[src/rtl/bcd_pkg.sv]
// bcd_pkg
//   Shared definitions for the sequential binary-to-BCD converter:
//   the controller state encoding, the BCD digit width, and the
//   double-dabble adjust constants (threshold and increment).
//   min_digits() returns the number of decimal digits needed to hold
//   the largest unsigned value of a given binary width.
package bcd_pkg;

  localparam int DIGIT_W = 4;

  localparam logic [DIGIT_W-1:0] ADJ_THRESH = 4'd4;
  localparam logic [DIGIT_W-1:0] ADJ_INC    = 4'd3;

  typedef enum logic [1:0] {
    IDLE  = 2'd0,
    SHIFT = 2'd1,
    DONE  = 2'd2
  } state_t;

  // Counts the decimal digits of 2^binW - 1, which is the same as
  // ceil(binW * log10(2)) for any positive width.
  function automatic int min_digits(input int binW);
    longint unsigned maxVal;
    int              n;
    maxVal = (64'd1 << binW) - 64'd1;
    n      = 0;
    while (maxVal != 64'd0) begin
      maxVal = maxVal / 64'd10;
      n      = n + 1;
    end
    return n;
  endfunction

endpackage

[src/rtl/bcd_digit_adj.sv]
// bcd_digit_adj
//   Combinational double-dabble cell: adds 3 to a BCD digit whose value
//   is greater than 4, otherwise passes it through unchanged.
//   Ports:
//     i_digit  in   4-bit BCD digit before the shift
//     o_digit  out  adjusted digit, ready to be shifted left by one
module bcd_digit_adj
  import bcd_pkg::*;
(
  input  logic [DIGIT_W-1:0] i_digit,
  output logic [DIGIT_W-1:0] o_digit
);

  // A digit of 5..9 would become 10..18 after doubling; pre-adding 3
  // makes the doubled value carry into the next digit correctly.
  always_comb begin
    o_digit = i_digit;
    if (i_digit > ADJ_THRESH) begin
      o_digit = i_digit + ADJ_INC;
    end
  end

endmodule

[src/rtl/seq_bin_to_bcd.sv]
// seq_bin_to_bcd
//   Sequential (one bit per clock) binary-to-BCD converter using the
//   double-dabble algorithm. A value is accepted in IDLE, shifted for
//   BIN_W cycles in SHIFT, and presented in DONE until the consumer
//   takes it. With SIGNED=1 the input is two's complement and the
//   result is reported as sign (neg) plus magnitude digits.
//   Ports:
//     clk        in   clock, all state changes on the rising edge
//     rst        in   asynchronous active-high reset
//     in_valid   in   bin holds a value to convert
//     in_ready   out  converter is idle and will accept bin
//     bin        in   BIN_W-bit value to convert
//     out_valid  out  bcd/neg hold a finished result
//     out_ready  in   consumer takes the result
//     bcd        out  DIGITS BCD digits, digit 0 in bits [3:0]
//     neg        out  result is negative (always 0 when SIGNED=0)
module seq_bin_to_bcd
  import bcd_pkg::*;
#(
  parameter int BIN_W  = 16,
  parameter int DIGITS = 5,
  parameter int SIGNED = 0
)
(
  input  logic                      clk,
  input  logic                      rst,
  input  logic                      in_valid,
  output logic                      in_ready,
  input  logic [BIN_W-1:0]          bin,
  output logic                      out_valid,
  input  logic                      out_ready,
  output logic [DIGIT_W*DIGITS-1:0] bcd,
  output logic                      neg
);

  localparam int CNT_W = $clog2(BIN_W + 1);
  localparam int BCD_W = DIGIT_W * DIGITS;

  // Refuse to build a converter that cannot represent its full range.
  if (BIN_W < 4 || BIN_W > 32) begin : g_badWidth
    $error("seq_bin_to_bcd: BIN_W must be in 4..32");
  end
  if (DIGITS < min_digits(BIN_W)) begin : g_badDigits
    $error("seq_bin_to_bcd: DIGITS too small for BIN_W");
  end

  state_t                   r_state;
  state_t                   w_nextState;
  logic [BIN_W-1:0]         r_shift;
  logic [BCD_W-1:0]         r_digits;
  logic [CNT_W-1:0]         r_count;
  logic                     r_neg;
  logic [BCD_W-1:0]         w_adj;
  logic [BCD_W+BIN_W-1:0]   w_shifted;
  logic [BIN_W-1:0]         w_mag;
  logic                     w_binNeg;

  // Sign and magnitude of the incoming value. Negating in BIN_W bits
  // maps the most negative value onto 2^(BIN_W-1), which is exactly the
  // magnitude we want when read back as unsigned.
  assign w_binNeg = (SIGNED != 0) && bin[BIN_W-1];
  assign w_mag    = w_binNeg ? (~bin + {{(BIN_W-1){1'b0}}, 1'b1}) : bin;

  // One adjust cell per digit, all working in parallel on the current
  // digit register before the shift.
  for (genvar k = 0; k < DIGITS; k++) begin : g_adj
    bcd_digit_adj u_adj (
      .i_digit (r_digits[DIGIT_W*k +: DIGIT_W]),
      .o_digit (w_adj[DIGIT_W*k +: DIGIT_W])
    );
  end

  // The adjusted digits and the binary shift register move left as one
  // long word, so the binary MSB falls into bit 0 of digit 0.
  assign w_shifted = {w_adj, r_shift} << 1;

  // Controller state register; reset returns to IDLE immediately.
  always_ff @(posedge clk or posedge rst) begin
    if (rst) begin
      r_state <= IDLE;
    end else begin
      r_state <= w_nextState;
    end
  end

  // Next-state and handshake decode. SHIFT leaves on the edge that runs
  // the last iteration, i.e. while the counter still reads 1.
  always_comb begin
    w_nextState = r_state;
    in_ready    = 1'b0;
    out_valid   = 1'b0;
    case (r_state)
      IDLE: begin
        in_ready = 1'b1;
        if (in_valid) begin
          w_nextState = SHIFT;
        end
      end
      SHIFT: begin
        if (r_count == CNT_W'(1)) begin
          w_nextState = DONE;
        end
      end
      DONE: begin
        out_valid = 1'b1;
        if (out_ready) begin
          w_nextState = IDLE;
        end
      end
      default: begin
        w_nextState = IDLE;
      end
    endcase
  end

  // Datapath: load on accept, one double-dabble step per SHIFT cycle,
  // and hold everything (including the result) in DONE and in IDLE.
  always_ff @(posedge clk or posedge rst) begin
    if (rst) begin
      r_shift  <= '0;
      r_digits <= '0;
      r_count  <= '0;
      r_neg    <= 1'b0;
    end else begin
      case (r_state)
        IDLE: begin
          if (in_valid) begin
            r_shift  <= w_mag;
            r_neg    <= w_binNeg;
            r_digits <= '0;
            r_count  <= CNT_W'(BIN_W);
          end
        end
        SHIFT: begin
          {r_digits, r_shift} <= w_shifted;
          r_count             <= r_count - CNT_W'(1);
        end
        default: begin
        end
      endcase
    end
  end

  assign bcd = r_digits;
  assign neg = r_neg;

endmodule

[config.mk]
export PLATFORM = sky130hd
export DESIGN_NAME = seq_bin_to_bcd
export DESIGN_NICKNAME = d
export VERILOG_FILES = /design/src/rtl/bcd_pkg.sv /design/src/rtl/bcd_digit_adj.sv /design/src/rtl/seq_bin_to_bcd.sv
export SDC_FILE = /design/constraint.sdc
export NUM_CORES = 1
export LEC_CHECK = 0
export ABC_CLOCK_PERIOD_IN_PS = 1900
export CELL_PAD_IN_SITES_DETAIL_PLACEMENT = 1
export CELL_PAD_IN_SITES_GLOBAL_PLACEMENT = 2
export CORE_MARGIN = 1
export CORE_UTILIZATION = 32
export CTS_CLUSTER_DIAMETER = 40
export DETAILED_ROUTE_END_ITERATION = 16
export HOLD_SLACK_MARGIN = 0.12
export PLACE_DENSITY = 0.83
export REMOVE_ABC_BUFFERS = 1
export SYNTH_ARGS = -nofsm -noshare
export SYNTH_HDL_FRONTEND = slang
export SYNTH_SLANG_ARGS = --single-unit
[constraint.sdc]
create_clock -name clk -period 1.9 [get_ports clk]
set_input_delay 0.57 -clock clk [delete_from_list [all_inputs] [get_ports clk]]
set_output_delay 0.57 -clock clk [all_outputs]
set_load 0.1 [all_outputs]
# [Word level (Yosys, flattened, before mapping)]
# Cells that the tools add are included.
[op_classes] n_addsub=6 magnitude_cmp=5 mux=17 n_reduce_logical=4 eq_ne=6
[op_table] cell="case mux 20 bit (2 select lines)" count=1
[op_table] cell="case mux 16 bit (2 select lines)" count=1
[op_table] cell="greater-than comparator 4 x 3 -> 1 bit (second input constant)" count=5
[op_table] cell="two-way mux 20 bit" count=1
[op_table] cell="adder 4 x 2 -> 4 bit (second input constant)" count=4
[op_table] cell="two-way mux 16 bit" count=1
[op_table] cell="two-way mux 4 bit" count=4
[op_table] cell="case mux 5 bit (2 select lines)" count=1
[op_table] cell="two-way mux 2 bit" count=3
[op_table] cell="inequality test 2 bit (second input constant)" count=3
[op_table] cell="case mux 2 bit (3 select lines)" count=1
[op_table] cell="== test 5 x 1 -> 1 bit (second input constant)" count=1
[op_table] cell="two-way mux 5 bit" count=1
[op_table] cell="subtractor 5 x 1 -> 5 bit (second input constant)" count=1
[op_table] cell="adder 3 x 2 -> 3 bit (second input constant)" count=1
[op_table] cell="two-way mux 3 bit" count=1
[op_table] cell="AND reduction 3 bit" count=1
[op_table] cell="== test 2 x 1 -> 1 bit (second input constant)" count=1
[op_table] cell="== test 2 bit (second input constant)" count=1
[op_table] cell="zero test 2 bit" count=1
[op_table] cell="two-way mux 1 bit" count=2
[op_table] cell="AND reduction 2 bit" count=1
[op_table] cell="nonzero test 2 bit" count=1
[word_totals] register_bits=43 wordCells=42 input_bits=20

# [Logic depth before layout (Yosys ltp)]
# Gate-level depths: netlist of run 1.
[logic_depth] word_depth=3 ltp_mapped=5

# [Hierarchy]
# A second synthesis of run 1 with hierarchy kept.
[unflattened] hier_cells=244 hier_area_um2=2423.6
[modules_own_cells] module="seq_bin_to_bcd" cells_each=169 area_each_um2=1904.3 n_inst=1 seq_area_each_um2=1076.0
[modules_own_cells] module="bcd_digit_adj" cells_each=15 area_each_um2=103.8 n_inst=5 seq_area_each_um2=0.0

# [Worst setup path before layout of run 1]
# Ideal clock, no wire load.
[synth_timing] path_type="reg2out" from="reg r_state[1]" to="out in_ready" t_required_ns=1.330 n_path_buf=2 arrival_ns=2.017 stages_incl_launch_ff=4 path_slack_ns=-0.687 cell_sequence="dfrtp_1 > buf_2 > clkbuf_1 > nor2_1"
[synth_via] elab_chain_len=2
[synth_rtl] item="start, declared" line="seq_bin_to_bcd.sv:47" source="state_t r_state;"
[synth_rtl] item="start signal, assigned" line="seq_bin_to_bcd.sv:82" source="r_state <= w_nextState;"
[synth_rtl] item="zero test 2 bit" line="seq_bin_to_bcd.sv:92" source="case (r_state)"
[synth_rtl] item="two-way mux 1 bit" line="seq_bin_to_bcd.sv:92"
[synth_rtl] item="end, declared" line="seq_bin_to_bcd.sv:28" source="output logic in_ready,"
# Every way passes these cells.

# [Worst setup path in the final report of run 1]
[layout_timing] from="reg r_state[0]" to="out out_valid"
[layout_via] elab_chain_len=2
[layout_rtl] item="== test 2 bit" line="seq_bin_to_bcd.sv:92"
[layout_rtl] item="two-way mux 1 bit" line="seq_bin_to_bcd.sv:92"
[layout_rtl] item="end, declared" line="seq_bin_to_bcd.sv:30" source="output logic out_valid,"
# Every way passes these cells.

==> metrics.txt, run 1 <==
layout net count 305; DR WL/cell 15.7 um; pin count of the biggest net entering global routing 44; post-synth top area share 47.6%; vias in the first global route 2,108; unrepaired setup endpoints after global routing false; IO Pins 43; initial antenna violation count 0; Diodes inserted 0; CTS Buffer Depth 2; critical path data arrival time 1190 ps; Sinks on Clock Net 43; post-synthesis sequential area ratio 47.6%; Async SR Flop Fraction 100%; gr usage total 17.1%; worst reg-to-reg path cell count 5; RR Startpoint bcd[12]; post-synth top area cell dfrtp_1; EDFF count, synth 0; main combinational cell family by area after synthesis compound AO/OA/AOI/OAI gates; Hold Crit Class flip-flop to flip-flop; CTS Hold Bufs 0; Crit Path Max Fanout 4; Detailed Place HPWL 4070 um; GR Util met3 3.08%; Synth top cells by count dfrtp_1 (43), o21ai_0 (25), nor2b_1 (21), a21oi_1 (16), inv_1 (15); FF+latch count, synth 43; PortBufs 41; GR peak layer met2; cts bufs inserted 5; final instance area 3150 sq um; setup ws final about 140 ps; Routed Antenna Nets 0; Setup CP Type flip-flop to primary output; simple-gate share of the synthesized area 13.1%; ys flop type dfrtp_1; Setup-failing EPs final 0; met2 Use GR 29.7%; Cells after Synth ~230; Die Y 86.1 um; Clock Latency Late Sink about 290 ps; CTS tree built; Die Footprint 7410 sq um; element type at the critical path start flip-flop; first-pass GRT wire length ~10000 um; run status complete, no violations; grt ovf 0; Worst Clk Skew 2.61 ps; layout cells sized above 1 17.3%; CP Capture Type primary output; reg2reg setup slack 290 ps; initial drt markers 72; root buffer cell clkbuf_8; Hold Startpoint r_shift[14]; most frequent cell after synthesis dfrtp_1; Hold Path Depth 2; Final Hold Fails 0; GP Congestion about 0.73; P&R area growth vs syn 39.1%; Pre-antenna DRT Iters 4; syn_area_per_cell 9.88 sq um; Clock Pin Slew Worst Setup and Hold Paths 80 ps; FF-to-FF End bcd[14]; xor/xnor share of the synthesized area 0%; synthesized-area fraction occupied by adder cells 3.87%; row cnt 30; Placed Instance Area 3070 sq um; Yosys Warn Count 0; multiplexer area fraction after synthesis 1.77%; Post-Place Worst Slack -174 ps; Final period util slightly above 90%; Initial Utilization 33.3%; f_max between 500 and 600 MHz; CTS H-tree depth 2; Die W 86.1 um; fillers around 760; Synth Area in Compound Gates 28.1%; Min-Delay Endpoint r_shift[14]; met1 usage 21.7%; Via density around 5.3; Slew Limit Fails 0; via count between 1,500 and 2,000; DR DRC count 0; Netlist cell types 38; Worst Path Required ~1300 ps; min Tclk post-route ~1800 ps; largest cells by area after synthesis dfrtp_1 (48%), nor2b_1 (5.8%), o21ai_0 (5.5%), a22oi_1 (4.6%), a32o_1 (4.0%); Core ar. between 6000 and 7000 sq um; WL final ~6000 um; Max-cap violations 0; post-synthesis cell area 2260 sq um
## worst max-delay path, cell delays in order, from the launching register on
cell and delay [ps]:
dfrtp_1 410, nor2b_1 270, buf_12 220
## cells in the final DEF (no fill, tap or decap), types with 2 or more instances in the layout
cell             synthesis  layout
o31ai_1                  5       5
o22ai_1                  5       5
o21ai_0                 25      25
inv_1                   15      14
nor2b_1                 21      20
nand3b_1                 2       2
a31o_2                   2       2
a21oi_1                 16      16
ha_1                     7       7
nor3_1                   6       6
clkbuf_8                 0       5
nand2_1                  4       4
buf_4                    1      14
clkdlybuf4s50_1          0      19
a22o_1                   2       2
nor2_1                   7       7
a22oi_1                 14      14
buf_12                   0      23
dfrtp_1                 43      43
or3_1                    4       4
mux2i_1                  4       4
o21a_1                   5       5
a32o_1                   9       9
o32ai_1                  5       5
## metal layers
| layer | share of wire (%) | routed length [um] |
|---|---|---|
| met1 | 46 | 2670 |
| met2 | 51 | 2970 |
| met3 | 2.1 | 125 |
| met4 | 1.5 | 89 |
| met5 | 0 | 0 |
## logic make-up (layout without fill, tap and decap cells)
kind of cell / after synthesis / in the layout
AOI/OAI and AO/OA: 94 / 94
adders and majority gates: 7 / 7
buffers and inverters: 29 / 77
DFF: 43 / 43
muxes: 4 / 4
other: 1 / 1
and+or+nand+nor: 51 / 51
## layout make-up
| cell class | count | area (sq um) | area share (%) |
|---|---|---|---|
| tap | 96 | 120 | 3.82 |
| multi-input combinational | 157 | 1070 | 33.9 |
| clock buffer | 6 | 72.6 | 2.31 |
| sequential | 43 | 1080 | 34.2 |
| timing repair buffer | 56 | 756 | 24.0 |
| inverter | 15 | 56.3 | 1.79 |
## flip-flops by register name, summed over array words and instances (netlist names)
signal   flops
r_shift     16
bcd         20
r_count      5
r_state      2
## how the worst max path moves through the flow
stage,slack [ps],endpoint,from
2_1_floorplan,-730,out_valid,r_state[1]
3_3_place_gp,-110,r_shift[2],in_valid
3_5_place_dp,-170,r_shift[10],in_valid
4_1_cts,90,r_shift[12],in_valid
5_1_grt,90,out_valid,r_state[0]
6_report,140,out_valid,r_state[0]
## timing repair
item	CTS	global route
endpoints found under the setup margin	0	1
resized for setup	0	1
buffers inserted	0	0
## through the flow
stage / setup TNS, ps / hold WS (ps) / util (%) / instances
CTS: 0 / 507 / 46.3 / 373
floorplan: -3760 / 451 / - / 215
finish: 0 / 498 / 46.3 / 373
global route: 0 / 521 / 46.3 / 373
detailed placement: -2990 / 490 / 45.2 / 367
global placement: -1790 / 465 / 45.2 / 367
Power of run 1 is not shown: default switching activity piles up to over one toggle a cycle in this logic, so the estimate is an artifact.
==> run 2, diff against run 1 <==
Settings changed: ABC_CLOCK_PERIOD_IN_PS 1900 to unset, PLACE_DENSITY 0.83 to unset, PLACE_DENSITY_LB_ADDON set to 0.1, SKIP_LAST_GASP set to 1.
==> metrics.txt, run 2 (synthesis results as in run 1) <==
run status complete, no violations; FF-to-FF End bcd[11]; Routed Antenna Nets 0; Crit Path Max Fanout 10; P&R area growth vs syn 40.4%; Final Hold Fails 0; Pre-antenna DRT Iters 5; vias in the first global route 2,023; cts bufs inserted 5; setup ws final 88.0 ps; Max-cap violations 0; initial antenna violation count 0; Clock Pin Slew Worst Setup and Hold Paths 80 ps; Diodes inserted 0; Final period util 95.4%; Relative slew margins ~66%; DR DRC count 0; fillers 732; Setup CP Type flip-flop to primary output; grt ovf 0; row cnt 30; Core ar. between 6000 and 7000 sq um; Via density 5.24; Post-Place Worst Slack -141 ps; Min-Delay Endpoint r_shift[14]; first-pass GRT wire length 10,200 um; Hold Startpoint r_shift[14]; Sinks on Clock Net 43; Crit path depth 2; GP Congestion approximately 0.71; gr usage total 17.5%; Setup-failing EPs final 0; worst-path cell chain nor2b_2, buf_12; Slew Limit Fails 0; root buffer cell clkbuf_8; CTS H-tree depth 2; Critical Path Start r_state[0]; pin count of the biggest net entering global routing 44; WL final 6030 um; postcts setup bufs 0; Hold Crit Class flip-flop to flip-flop; Clock Latency Late Sink 290 ps; Worst Clk Skew 7.98 ps; WP buf/inv 1; CTS Hold Bufs 0; max FFs per register 20; CP Capture Type primary output; RR Startpoint r_state[0]; element type at the critical path start flip-flop; min Tclk post-route around 1800 ps; PortBufs 41; Die Footprint roughly 7400 sq um; reg2reg setup slack 240 ps; f_max around 550 MHz; initial drt markers 56; Die W about 86 um; slew at the pin with the worst max-slew slack 512 ps; CTS Buffer Depth 2; worst reg-to-reg path cell count 4; commonest non-fill, non-tap cells in the layout dfrtp_1 (42), o21ai_0 (25), buf_12 (23), nor2b_1 (19), clkdlybuf4s50_1 (19); Crit path largest cell delay 510 ps; IO Pins 43; via count 1,977; Worst Path Required 1330 ps; Detailed Place HPWL about 4200 um; Initial Utilization ~33%; CP max stage cell dfrtp_1; most common cell after layout, fill and taps aside dfrtp_1; unrepaired setup endpoints after global routing false; Hold Path Depth 2; layout cells sized above 1 between 10% and 20%; Die Y 86.1 um; CP delay by family, top flip-flops; critical path data arrival time 1240 ps; DR WL/cell 16.0 um; layout net count 307; CTS tree built
run 2: cell count changes in the layout (fill, tap and decap cells not counted), sizes merged:
cell / delta
buf: +2
clkbuf: +1
inv: +1
run 2: how the worst max path moves through the flow:
stage | end | slack, ps
floorplan | out_valid | -730
global placement | r_count[2] | -100
detailed placement | r_shift[4] | -140
CTS | in_ready | 70
global route | out_valid | 10
finish | out_valid | 90
run 2: metal layers:
layer,wire length (um),GRT usage (%)
met4,55,4.09
met5,0,0
met3,183,3.27
met1,2910,24.0
met2,2880,28.8
run 2: what timing repair did:
| item | CTS | global route |
|---|---|---|
| endpoints found under the setup margin | 1 | 1 |
| resized for setup | 2 | 1 |
| pin swaps | 0 | 0 |
run 2: area by class of cell:
cell class	instances	area, sq um	share of cell area [%]
Tap cell	96	120	3.78
Multi-Input combinational cell	157	1070	33.7
Sequential cell	43	1080	33.9
Timing Repair Buffer	58	771	24.3
Clock buffer	7	76.3	2.40
Clock inverter	1	5.00	0.158
Inverter	15	56.3	1.77
run 2: worst register-to-register path: stages (launching register included):
cell and delay (ps):
dfrtp_1 560, buf_4 250, nor2b_2 310, buf_4 270, a32o_1 200
run 2: through the flow:
step                      TNS (ps)  instances  area (sq um)  hold WS [ps]  util (%)
after floorplan              -3760        215          2190           451         -
after global placement        -629        369          3090           477      45.5
after detailed placement     -1910        369          3090           487      45.5
after CTS                        0        377          3170           506      46.7
after global routing             0        377          3180           546      46.7
final                            0        377          3180           497      46.7
Power of run 2 is left out for the same reason.
==> run 3, diff against run 2 <==
Settings changed: CORE_UTILIZATION 32 to 29.
Clock period 1.9 ns to 1.5 ns, I/O delays scaled along.
==> metrics.txt, run 3 (synthesis results as in run 1) <==
run status finished with violations; failing checks negative setup slack; DR WL/cell 16.8 um; Pre-antenna DRT Iters 4; vias in the first global route 2,300; row cnt 31; min Tclk post-route 1620 ps; Clock Pin Slew Worst Setup and Hold Paths 80 ps; GP Congestion 0.728; Worst Clk Skew ~11 ps; DR DRC count 0; max FFs per register 20; Diodes inserted 0; GR Util met3 around 3.2%; CTS Hold Bufs 0; GR peak layer met2; Setup CP Type flip-flop to primary output; gr usage total 17.7%; initial antenna violation count 0; WL final 6860 um; CP Capture Type primary output; CTS Buffer Depth 2; layout cells sized above 1 30.0%; reg2reg setup slack -30 ps; Worst Path Required 1050 ps; Final Hold Fails 0; layout net count 337; met2 Use GR about 29%; Via density between 5 and 6; CTS H-tree depth 2; commonest non-fill, non-tap cells in the layout dfrtp_1 (38), buf_4 (35), buf_12 (24), o21ai_0 (23), nor2b_1 (19); first-pass GRT wire length 11,700 um; setup ws final -119 ps; met1 usage 24.3%; f_max slightly above 600 MHz; Final period util 108%; Hold Crit Class input pin to async pin; element type at the critical path start flip-flop; Setup-failing EPs final 3; cts bufs inserted 5; grt ovf 0; Die Y 90.3 um; initial drt markers 42; Die Footprint 8160 sq um; Die W 90.3 um; critical path data arrival time between 1000 and 1500 ps; CTS tree built; P&R area growth vs syn 55.4%; via count between 2,000 and 2,500; PortBufs 41; Max-cap violations 0; worst reg-to-reg path cell count 5; Crit Path Max Fanout 4; Clock Latency Late Sink around 300 ps; Core ar. 7410 sq um; unrepaired setup endpoints after global routing true; IO Pins between 40 and 50; Initial Utilization 30.5%; Routed Antenna Nets 0; most common cell after layout, fill and taps aside dfrtp_1; Sinks on Clock Net 43; pin count of the biggest net entering global routing 25; Post-Place Worst Slack -447 ps; root buffer cell clkbuf_8; Slew Limit Fails 0; RR Startpoint r_state[0]; Critical Path Start r_state[1]; Detailed Place HPWL about 4800 um
[run 3: cell count changes in the layout (fill, tap and decap cells not counted), sizes merged]
| cell | delta |
|---|---|
| o21ba | +1 |
| buf | +28 |
| clkdlybuf4s50 | -1 |
| clkbuf | -1 |
| and2b | +1 |
| dlymetal6s2s | +1 |
[run 3: final cells by class]
class	instances	area (sq um)
Fill cell	822	3890
Timing Repair Buffer	86	1030
Inverter	15	56.3
Tap cell	99	124
Clock inverter	1	5.00
Sequential cell	43	1080
Multi-Input combinational cell	159	1140
Clock buffer	6	82.6
[run 3: routing by layer]
layer,share of wire [%],wire (um)
met5,0,0
met3,2.7,182
met4,0.73,50
met1,48,3300
met2,48,3330
[run 3: timing repair]
item / in CTS / in global routing
pin swaps: 0 / 2
setup endpoints to repair: 24 / 33
resized for setup: 8 / 22
cloned: 0 / 2
setup buffers: 1 / 3
[run 3: worst paths after layout]
kind,to
max,in_ready
max in group asynchronous,bcd[15]
min reg2reg,r_shift[14]
max reg2reg,r_count[4]
min,bcd[5]
min in group clk,r_shift[14]
[run 3: through the flow]
| stage | hold WS, ps | cells | setup TNS (ps) | area [sq um] | utilization (%) |
|---|---|---|---|---|---|
| 2_1_floorplan | 451 | 215 | -18020 | 2190 | - |
| 3_3_place_gp | 479 | 396 | -11560 | 3280 | 44.3 |
| 3_5_place_dp | 494 | 396 | -13070 | 3280 | 44.3 |
| 4_1_cts | 386 | 404 | -245 | 3410 | 46.0 |
| 5_1_grt | 434 | 409 | -449 | 3510 | 47.4 |
| 6_report | 388 | 409 | -259 | 3510 | 47.4 |
[run 3: critical path: stages (launching register included)]
cell     delay, ps
dfrtp_1        430
buf_6          150
nor2_4         110
buf_12         180
Power of run 3 is left out for the same reason.
